### src/rtl/rst_pkg.sv
// rst_pkg: shared definitions for the reset sequencer.
//   - state_e     : sequencer FSM states (HOLD, RELEASE, RUN)
//   - CAUSE_*     : reset-cause encodings reported when RST_SEQ_CAUSE_EN is defined
//   - cnt_width() : width of the hold/gap/soft-reset counters
package rst_pkg;

    typedef enum logic [1:0] {
        HOLD    = 2'b00,
        RELEASE = 2'b01,
        RUN     = 2'b10
    } state_e;

    localparam logic [1:0] CAUSE_RST = 2'b00;
    localparam logic [1:0] CAUSE_EXT = 2'b01;

    // One extra bit above $clog2 of the largest terminal count so that no
    // counter can wrap before its compare fires.
    function automatic int cnt_width(input int hold, input int gap, input int sw);
        int m;
        m = hold;
        if (gap > m) m = gap;
        if (sw > m)  m = sw;
        return $clog2(m) + 1;
    endfunction

endpackage

### src/rtl/rst_sync_chain.sv
// rst_sync_chain: NUM_STAGES-deep synchroniser bringing the asynchronous
// external reset request into the clk domain.
// Ports:
//   clk      in  system clock
//   rst_n    in  synchronous active-low block reset, clears every stage to 0
//   din      in  asynchronous input (external reset request, active-low)
//   ext_sync out synchronised copy of din (last stage)
module rst_sync_chain
    import rst_pkg::*;
#(
    parameter int NUM_STAGES = 2
) (
    input  logic clk,
    input  logic rst_n,
    input  logic din,
    output logic ext_sync
);

    logic [NUM_STAGES-1:0] sync_q;
    logic [NUM_STAGES-1:0] sync_d;

    always_comb begin
        sync_d = {sync_q[NUM_STAGES-2:0], din};
    end

    always_ff @(posedge clk) begin
        if (!rst_n) begin
            sync_q <= '0;
        end else begin
            sync_q <= sync_d;
        end
    end

    assign ext_sync = sync_q[NUM_STAGES-1];

endmodule

### src/rtl/rst_seq.sv
// rst_seq: staged reset sequencer. Synchronises the external active-low reset
// request, holds every domain reset low for HOLD_CYCLES after the request
// clears, then releases channel 0..NUM_CH-1 GAP_CYCLES apart. Once all
// channels are released (RUN) per-channel software resets pulse a channel
// low for SW_LEN cycles after the last request.
// Ports:
//   CLK         in   system clock
//   RST         in   synchronous active-low block reset (highest priority)
//   EXT_RST_N   in   asynchronous active-low external reset request
//   SW_RST_REQ  in   per-channel software reset request (honoured in RUN only)
//   SYNC_RST    out  sequenced active-low resets, bit 0 released first
//   RST_DONE    out  high in RUN
// Optional (macro RST_SEQ_CAUSE_EN):
//   RST_CAUSE   out  CAUSE_RST after RST, CAUSE_EXT after an external re-assert
//   SW_RST_SEEN out  sticky per-channel flag of accepted software requests
module rst_seq
    import rst_pkg::*;
#(
    parameter int NUM_STAGES  = 2,
    parameter int NUM_CH      = 3,
    parameter int HOLD_CYCLES = 8,
    parameter int GAP_CYCLES  = 4,
    parameter int SW_LEN      = 4
) (
    input  logic              CLK,
    input  logic              RST,
    input  logic              EXT_RST_N,
    input  logic [NUM_CH-1:0] SW_RST_REQ,
    output logic [NUM_CH-1:0] SYNC_RST,
    output logic              RST_DONE
`ifdef RST_SEQ_CAUSE_EN
    ,
    output logic [1:0]        RST_CAUSE,
    output logic [NUM_CH-1:0] SW_RST_SEEN
`endif
);

    localparam int CW    = cnt_width(HOLD_CYCLES, GAP_CYCLES, SW_LEN);
    localparam int IDX_W = (NUM_CH > 1) ? $clog2(NUM_CH) : 1;

    if (NUM_STAGES < 2 || NUM_STAGES > 4 || NUM_CH < 1 || NUM_CH > 8 ||
        HOLD_CYCLES < 1 || GAP_CYCLES < 1 || SW_LEN < 1) begin : g_param_check
        $error("rst_seq: illegal parameter value");
    end

    logic ext_sync;

    rst_sync_chain #(
        .NUM_STAGES(NUM_STAGES)
    ) u_sync (
        .clk      (CLK),
        .rst_n    (RST),
        .din      (EXT_RST_N),
        .ext_sync (ext_sync)
    );

    state_e                     state_q, state_d;
    logic [CW-1:0]              cnt_q, cnt_d;
    logic [IDX_W-1:0]           idx_q, idx_d;
    logic [NUM_CH-1:0]          sync_rst_q, sync_rst_d;
    logic                       done_q, done_d;
    logic [NUM_CH-1:0][CW-1:0]  sw_cnt_q, sw_cnt_d;
`ifdef RST_SEQ_CAUSE_EN
    logic [1:0]                 cause_q, cause_d;
    logic [NUM_CH-1:0]          seen_q, seen_d;
`endif

    always_comb begin
        state_d    = state_q;
        cnt_d      = cnt_q;
        idx_d      = idx_q;
        sync_rst_d = sync_rst_q;
        done_d     = done_q;
        sw_cnt_d   = sw_cnt_q;
`ifdef RST_SEQ_CAUSE_EN
        cause_d    = cause_q;
        seen_d     = seen_q;
`endif
        if (!ext_sync) begin
            // External request wins over everything, including soft requests.
            state_d    = HOLD;
            cnt_d      = '0;
            idx_d      = '0;
            sync_rst_d = '0;
            done_d     = 1'b0;
            sw_cnt_d   = '0;
`ifdef RST_SEQ_CAUSE_EN
            // HOLD with an idle counter is where RST leaves us while the
            // synchroniser refills; only a low after a high counts as a
            // genuine external re-assert.
            if (state_q != HOLD || cnt_q != '0) begin
                cause_d = CAUSE_EXT;
            end
            seen_d = '0;
`endif
        end else begin
            case (state_q)
                HOLD: begin
                    if (cnt_q == CW'(HOLD_CYCLES - 1)) begin
                        sync_rst_d[0] = 1'b1;
                        cnt_d         = '0;
                        if (NUM_CH == 1) begin
                            state_d = RUN;
                            done_d  = 1'b1;
                        end else begin
                            state_d = RELEASE;
                            idx_d   = IDX_W'(1);
                        end
                    end else begin
                        cnt_d = cnt_q + 1'b1;
                    end
                end
                RELEASE: begin
                    if (cnt_q == CW'(GAP_CYCLES - 1)) begin
                        sync_rst_d[idx_q] = 1'b1;
                        cnt_d             = '0;
                        if (idx_q == IDX_W'(NUM_CH - 1)) begin
                            state_d = RUN;
                            done_d  = 1'b1;
                        end else begin
                            idx_d = idx_q + 1'b1;
                        end
                    end else begin
                        cnt_d = cnt_q + 1'b1;
                    end
                end
                RUN: begin
                    // A low channel in RUN is stretching a soft reset; a new
                    // request reloads the stretch counter.
                    for (int i = 0; i < NUM_CH; i++) begin
                        if (SW_RST_REQ[i]) begin
                            sync_rst_d[i] = 1'b0;
                            sw_cnt_d[i]   = CW'(SW_LEN - 1);
`ifdef RST_SEQ_CAUSE_EN
                            seen_d[i]     = 1'b1;
`endif
                        end else if (!sync_rst_q[i]) begin
                            if (sw_cnt_q[i] == '0) begin
                                sync_rst_d[i] = 1'b1;
                            end else begin
                                sw_cnt_d[i] = sw_cnt_q[i] - 1'b1;
                            end
                        end
                    end
                end
                default: begin
                    state_d    = HOLD;
                    cnt_d      = '0;
                    idx_d      = '0;
                    sync_rst_d = '0;
                    done_d     = 1'b0;
                    sw_cnt_d   = '0;
                end
            endcase
        end
    end

    always_ff @(posedge CLK) begin
        if (!RST) begin
            state_q    <= HOLD;
            cnt_q      <= '0;
            idx_q      <= '0;
            sync_rst_q <= '0;
            done_q     <= 1'b0;
            sw_cnt_q   <= '0;
`ifdef RST_SEQ_CAUSE_EN
            cause_q    <= CAUSE_RST;
            seen_q     <= '0;
`endif
        end else begin
            state_q    <= state_d;
            cnt_q      <= cnt_d;
            idx_q      <= idx_d;
            sync_rst_q <= sync_rst_d;
            done_q     <= done_d;
            sw_cnt_q   <= sw_cnt_d;
`ifdef RST_SEQ_CAUSE_EN
            cause_q    <= cause_d;
            seen_q     <= seen_d;
`endif
        end
    end

    assign SYNC_RST = sync_rst_q;
    assign RST_DONE = done_q;
`ifdef RST_SEQ_CAUSE_EN
    assign RST_CAUSE   = cause_q;
    assign SW_RST_SEEN = seen_q;
`endif

endmodule

### config.mk
export PLATFORM = sky130hd
export DESIGN_NAME = rst_seq
export DESIGN_NICKNAME = d
export VERILOG_FILES = /design/src/rtl/rst_pkg.sv /design/src/rtl/rst_sync_chain.sv /design/src/rtl/rst_seq.sv
export SDC_FILE = /design/constraint.sdc
export NUM_CORES = 1
export LEC_CHECK = 0
export CELL_PAD_IN_SITES_DETAIL_PLACEMENT = 1
export CELL_PAD_IN_SITES_GLOBAL_PLACEMENT = 1
export CORE_MARGIN = 4
export CORE_UTILIZATION = 40
export CTS_CLUSTER_DIAMETER = 150
export CTS_CLUSTER_SIZE = 16
export DETAILED_ROUTE_END_ITERATION = 12
export GPL_ROUTABILITY_DRIVEN = 0
export PLACE_DENSITY_LB_ADDON = 0.2
export SETUP_SLACK_MARGIN = 0.15
export SLEW_MARGIN = 20
export SYNTH_ARGS = -nofsm -noshare
export SYNTH_HDL_FRONTEND = slang
export SYNTH_SLANG_ARGS = --single-unit
### constraint.sdc
create_clock -name CLK -period 2.9 [get_ports CLK]
set_input_delay 0.58 -clock CLK [delete_from_list [all_inputs] [get_ports CLK]]
set_output_delay 0.58 -clock CLK [all_outputs]
set_load 0.05 [all_outputs]
==> results of run 1 <==
[logic make-up after synthesis]
kind of cell,after synthesis,share of synthesized area [%]
DFF,26,33.1
buffers and inverters,23,6.53
AOI/OAI and AO/OA,43,18.1
muxes,7,4.46
adders and majority gates,14,11.1
and+or+nand+nor,72,26.7
[final cells by class]
| type | count | area, um^2 |
|---|---|---|
| fill | 454 | 1970 |
| multi-input combinational | 136 | 948 |
| sequential | 26 | 520 |
| timing repair buffer | 10 | 97.6 |
| inverter | 16 | 60.1 |
| tap | 48 | 60.1 |
| clock buffer | 4 | 55.1 |
[sequential cells by signal (all words and copies together) (netlist names)]
signal / count
u_sync.sync_q: 2
cnt_q: 4
idx_q: 2
SYNC_RST: 3
state_q: 2
sw_cnt_q: 12
RST_DONE: 1
[per-layer routing]
metal	GRT usage (%)	vias to the layer above	wire, um
met1	18.4	680	1680
met5	0	-	0
met3	2.41	5	101
met2	29.2	20	2000
met4	4.80	0	38
li1	-	674	-
[path summary, 6_finish.rpt]
kind | from | to | slack [ns] | depth (start not counted)
worst max register to register | state_q[1] | sw_cnt_q[7] | 0.91 | 5
worst max-delay path | SYNC_RST[2] | SYNC_RST[2] | 0.77 | 1
worst min register to register | u_sync.sync_q[0] | u_sync.sync_q[1] | 0.46 | 1
worst min-delay path | u_sync.sync_q[0] | u_sync.sync_q[1] | 0.46 | 1
[power by group through the flow]
stage / registers [uW] / logic, uW / clock network [uW]
CTS: 359 / 15.9 / 251
detailed placement: 368 / 15.8 / 0
floorplan: 367 / 6.45 / 0
global route: 359 / 16.8 / 265
global placement: 367 / 14.8 / 0
finish: 359 / 15.7 / 243
[cell usage in the layout (no fill, tap or decap), drive strengths merged, types with 3 or more instances in the layout]
master         count
a31oi              3
ha                14
nor3b              3
nor3               4
a32o               3
inv               16
mux2i              7
nor2b              3
nand3              7
and2               4
nand2             24
clkbuf             4
dfxtp             26
o211ai             3
a21oi             13
nand2b             5
o21ai             11
nor2               5
clkdlybuf4s50      9
[metrics by stage]
stage               cell area, um^2  util, %  cells
floorplan                      1570        -    185
global placement               1690     45.4    236
detailed placement             1690     45.4    236
CTS                            1740     46.9    240
global route                   1740     46.9    240
finish                         1740     46.9    240
==> flow_metrics.env, run 1 <==
export IMPL_cts_tree="yes"
export IMPL_fp_dieW_um=70.7
export IMPL_grt_pass1_wl_um=6490
export IMPL_hp_class="flip-flop to flip-flop"
export IMPL_drt_first_pass_iters=4
export IMPL_slowest_stage="clkdlybuf4s50_1"
export IMPL_synthTopCellsByArea="dfxtp_1, ha_1, nand2_1"
export IMPL_clk_latency_ns=0.28
export IMPL_viasPerCell=5.75
export IMPL_p_int_uw=488
export IMPL_grtUsageTotal_pct=15.7
export IMPL_fp_dieH_um=70.7
export IMPL_yosys_top_cells_count="dfxtp_1, nand2_1, inv_1"
export IMPL_synth_area_mm2=0.00157
export IMPL_grt_max_degree=21
export IMPL_crit_path_max_incr_delay_ns=0.84
export IMPL_cts_htree_levels=1
export IMPL_comb_power_share_pct=2.5
export IMPL_slew_violations=0
export IMPL_power_leakage_uw=0.000635
export IMPL_p_per_area_mw_per_mm2=355
export IMPL_postCtsHoldBufs=0
export IMPL_grt_pass1_vias=1420
export IMPL_synthFlopType="dfxtp_1"
export IMPL_slew_headroom_pct=54.0
export IMPL_rsz0062_at_grt="no"
export IMPL_grt_overflow_total=0
export IMPL_synthArstFlopShare_pct=0
export IMPL_worstPathArrival_ns=1.55
export IMPL_clk_pin_slew_ns=0.09
export IMPL_dp_hpwl_um=2870
export IMPL_initial_utilization_pct=42.3
export IMPL_critical_path_top_delay_family="buffers and inverters"
export IMPL_synth_nets=205
export IMPL_first_iter_violations=60
export IMPL_clockRootBuffer="clkbuf_8"
export IMPL_ys_types=45
export IMPL_cts_buffers=3
export IMPL_crit_chain="clkdlybuf4s50_1"
export IMPL_areaGrowthSynthToFinish_pct=10.8
export IMPL_worst_ir_drop_vdd_v=0.000160
export IMPL_cts_resized=0
export IMPL_vias=1379
export IMPL_synth_warnings=0
export IMPL_fin_nets=213
export IMPL_worst_slack_ns=0.769
export IMPL_antenna_found_initial=0
export IMPL_max_cap_viol_count=0
export IMPL_finalSetupTns_ns=0
export IMPL_swShare_pct=20.9
export IMPL_rows=22
export IMPL_synth_top_cell_area_share_pct=33.1
export IMPL_yosysTopAreaCell="dfxtp_1"
export IMPL_clock_sinks=26
export IMPL_max_freq_mhz=469
export IMPL_period_needed_ns=2.13
export IMPL_io_pins=10
export IMPL_critPathMaxFanout=6
export IMPL_cp_required_ns=2.32
export IMPL_drc_errors=0
export IMPL_clockPowerShare_pct=39.3
export IMPL_worstSetupStartpointType="flip-flop"
export IMPL_post_cts_buffers=0
export IMPL_port_buffers=9
export IMPL_power_switching_uw=129
export IMPL_holdWs_ns=0.456
export IMPL_place_ws_ns=0.671
export IMPL_wl_per_cell_um=15.9
export IMPL_synth_most_common_cell="dfxtp_1"
export IMPL_p_seq_share_pct=58.2
export IMPL_cts_max_path_buffers=2
export IMPL_drive_above_1_share_pct=7.29
export IMPL_post_synth_cell_area_avg_um2=8.49
export IMPL_p_total_uw=618
export IMPL_synth_edf_count=0
export IMPL_crit_path_end_kind="primary output"
export IMPL_core_area_mm2=0.00372
export IMPL_hold_violations=0
export IMPL_ys_ff_latch=26
export IMPL_dieArea_mm2=0.00500
export IMPL_skew_ns=0.00293
export IMPL_path_buf_inv=1
export IMPL_ant_nets=0
export IMPL_period_share_pct=73.5
export IMPL_crit_type="flip-flop to primary output"
export IMPL_status="complete, no violations"
export IMPL_ys_seq_area_share_pct=33.1
export IMPL_wirelength_um=3820
export IMPL_num_antenna_cells=0
export IMPL_worst_pin_slew_ns=0.690
export IMPL_synthCells=185
export IMPL_setup_violations=0
Note: power is estimated with default switching activity, not from simulation.
==> inputs of run 2 (changes only) <==
Clock period 2.9 ns to 1.8 ns, I/O delays scaled along.
==> run 2 against run 1 <==
Against the previous run: first-iteration DRC count decreased by 57%; final cell count increased by 7.1%; clock skew grew 0.0083 ns; non-clock buffer count is 17 higher; sequential power rose by 60%; critical path depth rose by 6; power grew 79%; worst setup slack got worse by 0.70 ns; global-route usage increased by 1.4 points; critical endpoint is now sw_cnt_q[8]; worst hold slack worse by 0.0049 ns; highest routed layer unchanged.
==> flow_metrics.env, run 2 (same netlist as run 1, synthesis figures left out) <==
export IMPL_status="complete, no violations"
export IMPL_rsz0062_at_grt="yes"
export IMPL_fin_area_mm2=0.00199
export IMPL_cts_tree="yes"
export IMPL_crit_path_end_kind="flip-flop"
export IMPL_clk_pin_slew_ns=0.10
export IMPL_max_freq_mhz=578
export IMPL_dp_hpwl_um=3180
export IMPL_clock_sinks=26
export IMPL_grtUsageTotal_pct=17.1
export IMPL_worst_pin_slew_ns=0.468
export IMPL_p_per_area_mw_per_mm2=557
export IMPL_rows=22
export IMPL_io_pins=10
export IMPL_p_total_uw=1110
export IMPL_first_iter_violations=26
export IMPL_dieArea_mm2=0.00500
export IMPL_cts_htree_levels=1
export IMPL_clockRootBuffer="clkbuf_8"
export IMPL_antenna_found_initial=0
export IMPL_port_buffers=9
export IMPL_utilization_pct=53.5
export IMPL_vias=1459
export IMPL_cp_required_ns=1.99
export IMPL_top_register="sw_cnt_q"
export IMPL_clk_latency_ns=0.28
export IMPL_grt_overflow_total=0
export IMPL_wl_per_cell_um=17.2
export IMPL_fp_dieH_um=70.7
export IMPL_dpl_instance_area_mm2=0.00176
export IMPL_power_leakage_uw=0.000748
export IMPL_worstPathArrival_ns=1.92
export IMPL_worstSetupStartpointType="flip-flop"
export IMPL_num_antenna_cells=0
export IMPL_holdWs_ns=0.451
export IMPL_wirelength_um=4430
export IMPL_initial_utilization_pct=42.3
export IMPL_largest_reg_flops=12
export IMPL_grt_pass1_wl_um=6960
export IMPL_core_area_mm2=0.00372
export IMPL_skew_ns=0.0113
export IMPL_slew_headroom_pct=68.8
export IMPL_drive_above_1_share_pct=27.3
export IMPL_viasPerCell=5.68
export IMPL_hp_class="flip-flop to flip-flop"
export IMPL_most_common_layout_cells="dfxtp_1, buf_4, nand2_1"
export IMPL_grt_pass1_vias=1506
export IMPL_drt_first_pass_iters=4
export IMPL_slew_violations=0
export IMPL_drc_errors=0
export IMPL_cts_max_path_buffers=2
export IMPL_period_needed_ns=1.73
export IMPL_worst_ir_drop_vdd_v=0.000259
export IMPL_cts_buffers=3
export IMPL_ant_nets=0
export IMPL_critPathMaxFanout=8
export IMPL_areaGrowthSynthToFinish_pct=26.5
export IMPL_fin_nets=230
export IMPL_finalSetupTns_ns=0
export IMPL_period_share_pct=96.1
export IMPL_grt_max_degree=16
export IMPL_max_cap_viol_count=0
export IMPL_setup_violations=0
export IMPL_fillers=431
export IMPL_crit_type="flip-flop to flip-flop"
export IMPL_hold_violations=0
export IMPL_fp_dieW_um=70.7
==> run 2: cell types whose count changed in the layout (fill, tap and decap cells not counted), sizes merged <==
cell / change
clkbuf: -1
buf: +21
clkdlybuf4s50: -4
bufinv: +1
==> run 2: critical path, stage by stage (launching register included) <==
cell and delay, ns:
dfxtp_4 0.38, inv_4 0.08, ha_2 0.26, buf_4 0.19, nor2b_2 0.20, o21ai_0 0.12
nand2_1 0.17, mux2i_1 0.24
==> run 2: per-stage QoR <==
| step | std cells | setup slack (ns) |
|---|---|---|
| finish | 257 | 0.0696 |
| global route | 257 | -0.0747 |
| CTS | 254 | 0.0695 |
| detailed placement | 247 | -0.0358 |
| global placement | 247 | -0.0189 |
| floorplan | 185 | 0.174 |
==> run 2: layout make-up <==
class / instances / area [um^2] / share of cell area (%)
clock buffers: 3 / 41.3 / 2.08
multi-input cells: 136 / 1050 / 52.6
repair buffers: 27 / 215 / 10.8
clock inverters: 1 / 30.0 / 1.51
flip-flops and latches: 26 / 531 / 26.7
well taps: 48 / 60.1 / 3.02
inverters: 16 / 65.1 / 3.27
==> run 2: final timing paths <==
check	from	endpoint	slack (ns)	depth (start not counted)
min	u_sync.sync_q[0]	u_sync.sync_q[1]	0.45	1
max reg2reg	state_q[0]	sw_cnt_q[8]	0.07	7
min reg2reg	u_sync.sync_q[0]	u_sync.sync_q[1]	0.45	1
max	state_q[0]	sw_cnt_q[8]	0.07	7
==> run 2: what timing repair did <==
item                                    4_1_cts  5_1_grt
hold buffers                                  0        0
pin swaps                                     8       11
endpoints found under the hold margin         0        0
gates resized for setup                      14       15
buffers inserted                              3        3
endpoints found under the setup margin       17       19
==> run 2: power by group <==
| group | total, uW | switching [uW] | internal, uW | leakage, uW |
|---|---|---|---|---|
| registers | 576 | 1.24 | 575 | 0.000212 |
| logic | 31.0 | 14.2 | 16.8 | 0.000500 |
| clock network | 501 | 203 | 298 | 0.0000357 |
| total | 1110 | 218 | 889 | 0.000748 |
==> run 2: metal layers <==
metal  wire [um]  vias up  part of all wire (%)  track usage [%]
li1            -      713                     -                -
met1        1850      720                    42             18.9
met2        2430       17                    55             33.2
met3          78        9                   1.8             2.70
met4          70        0                   1.6             5.01
met5           0        -                     0                0
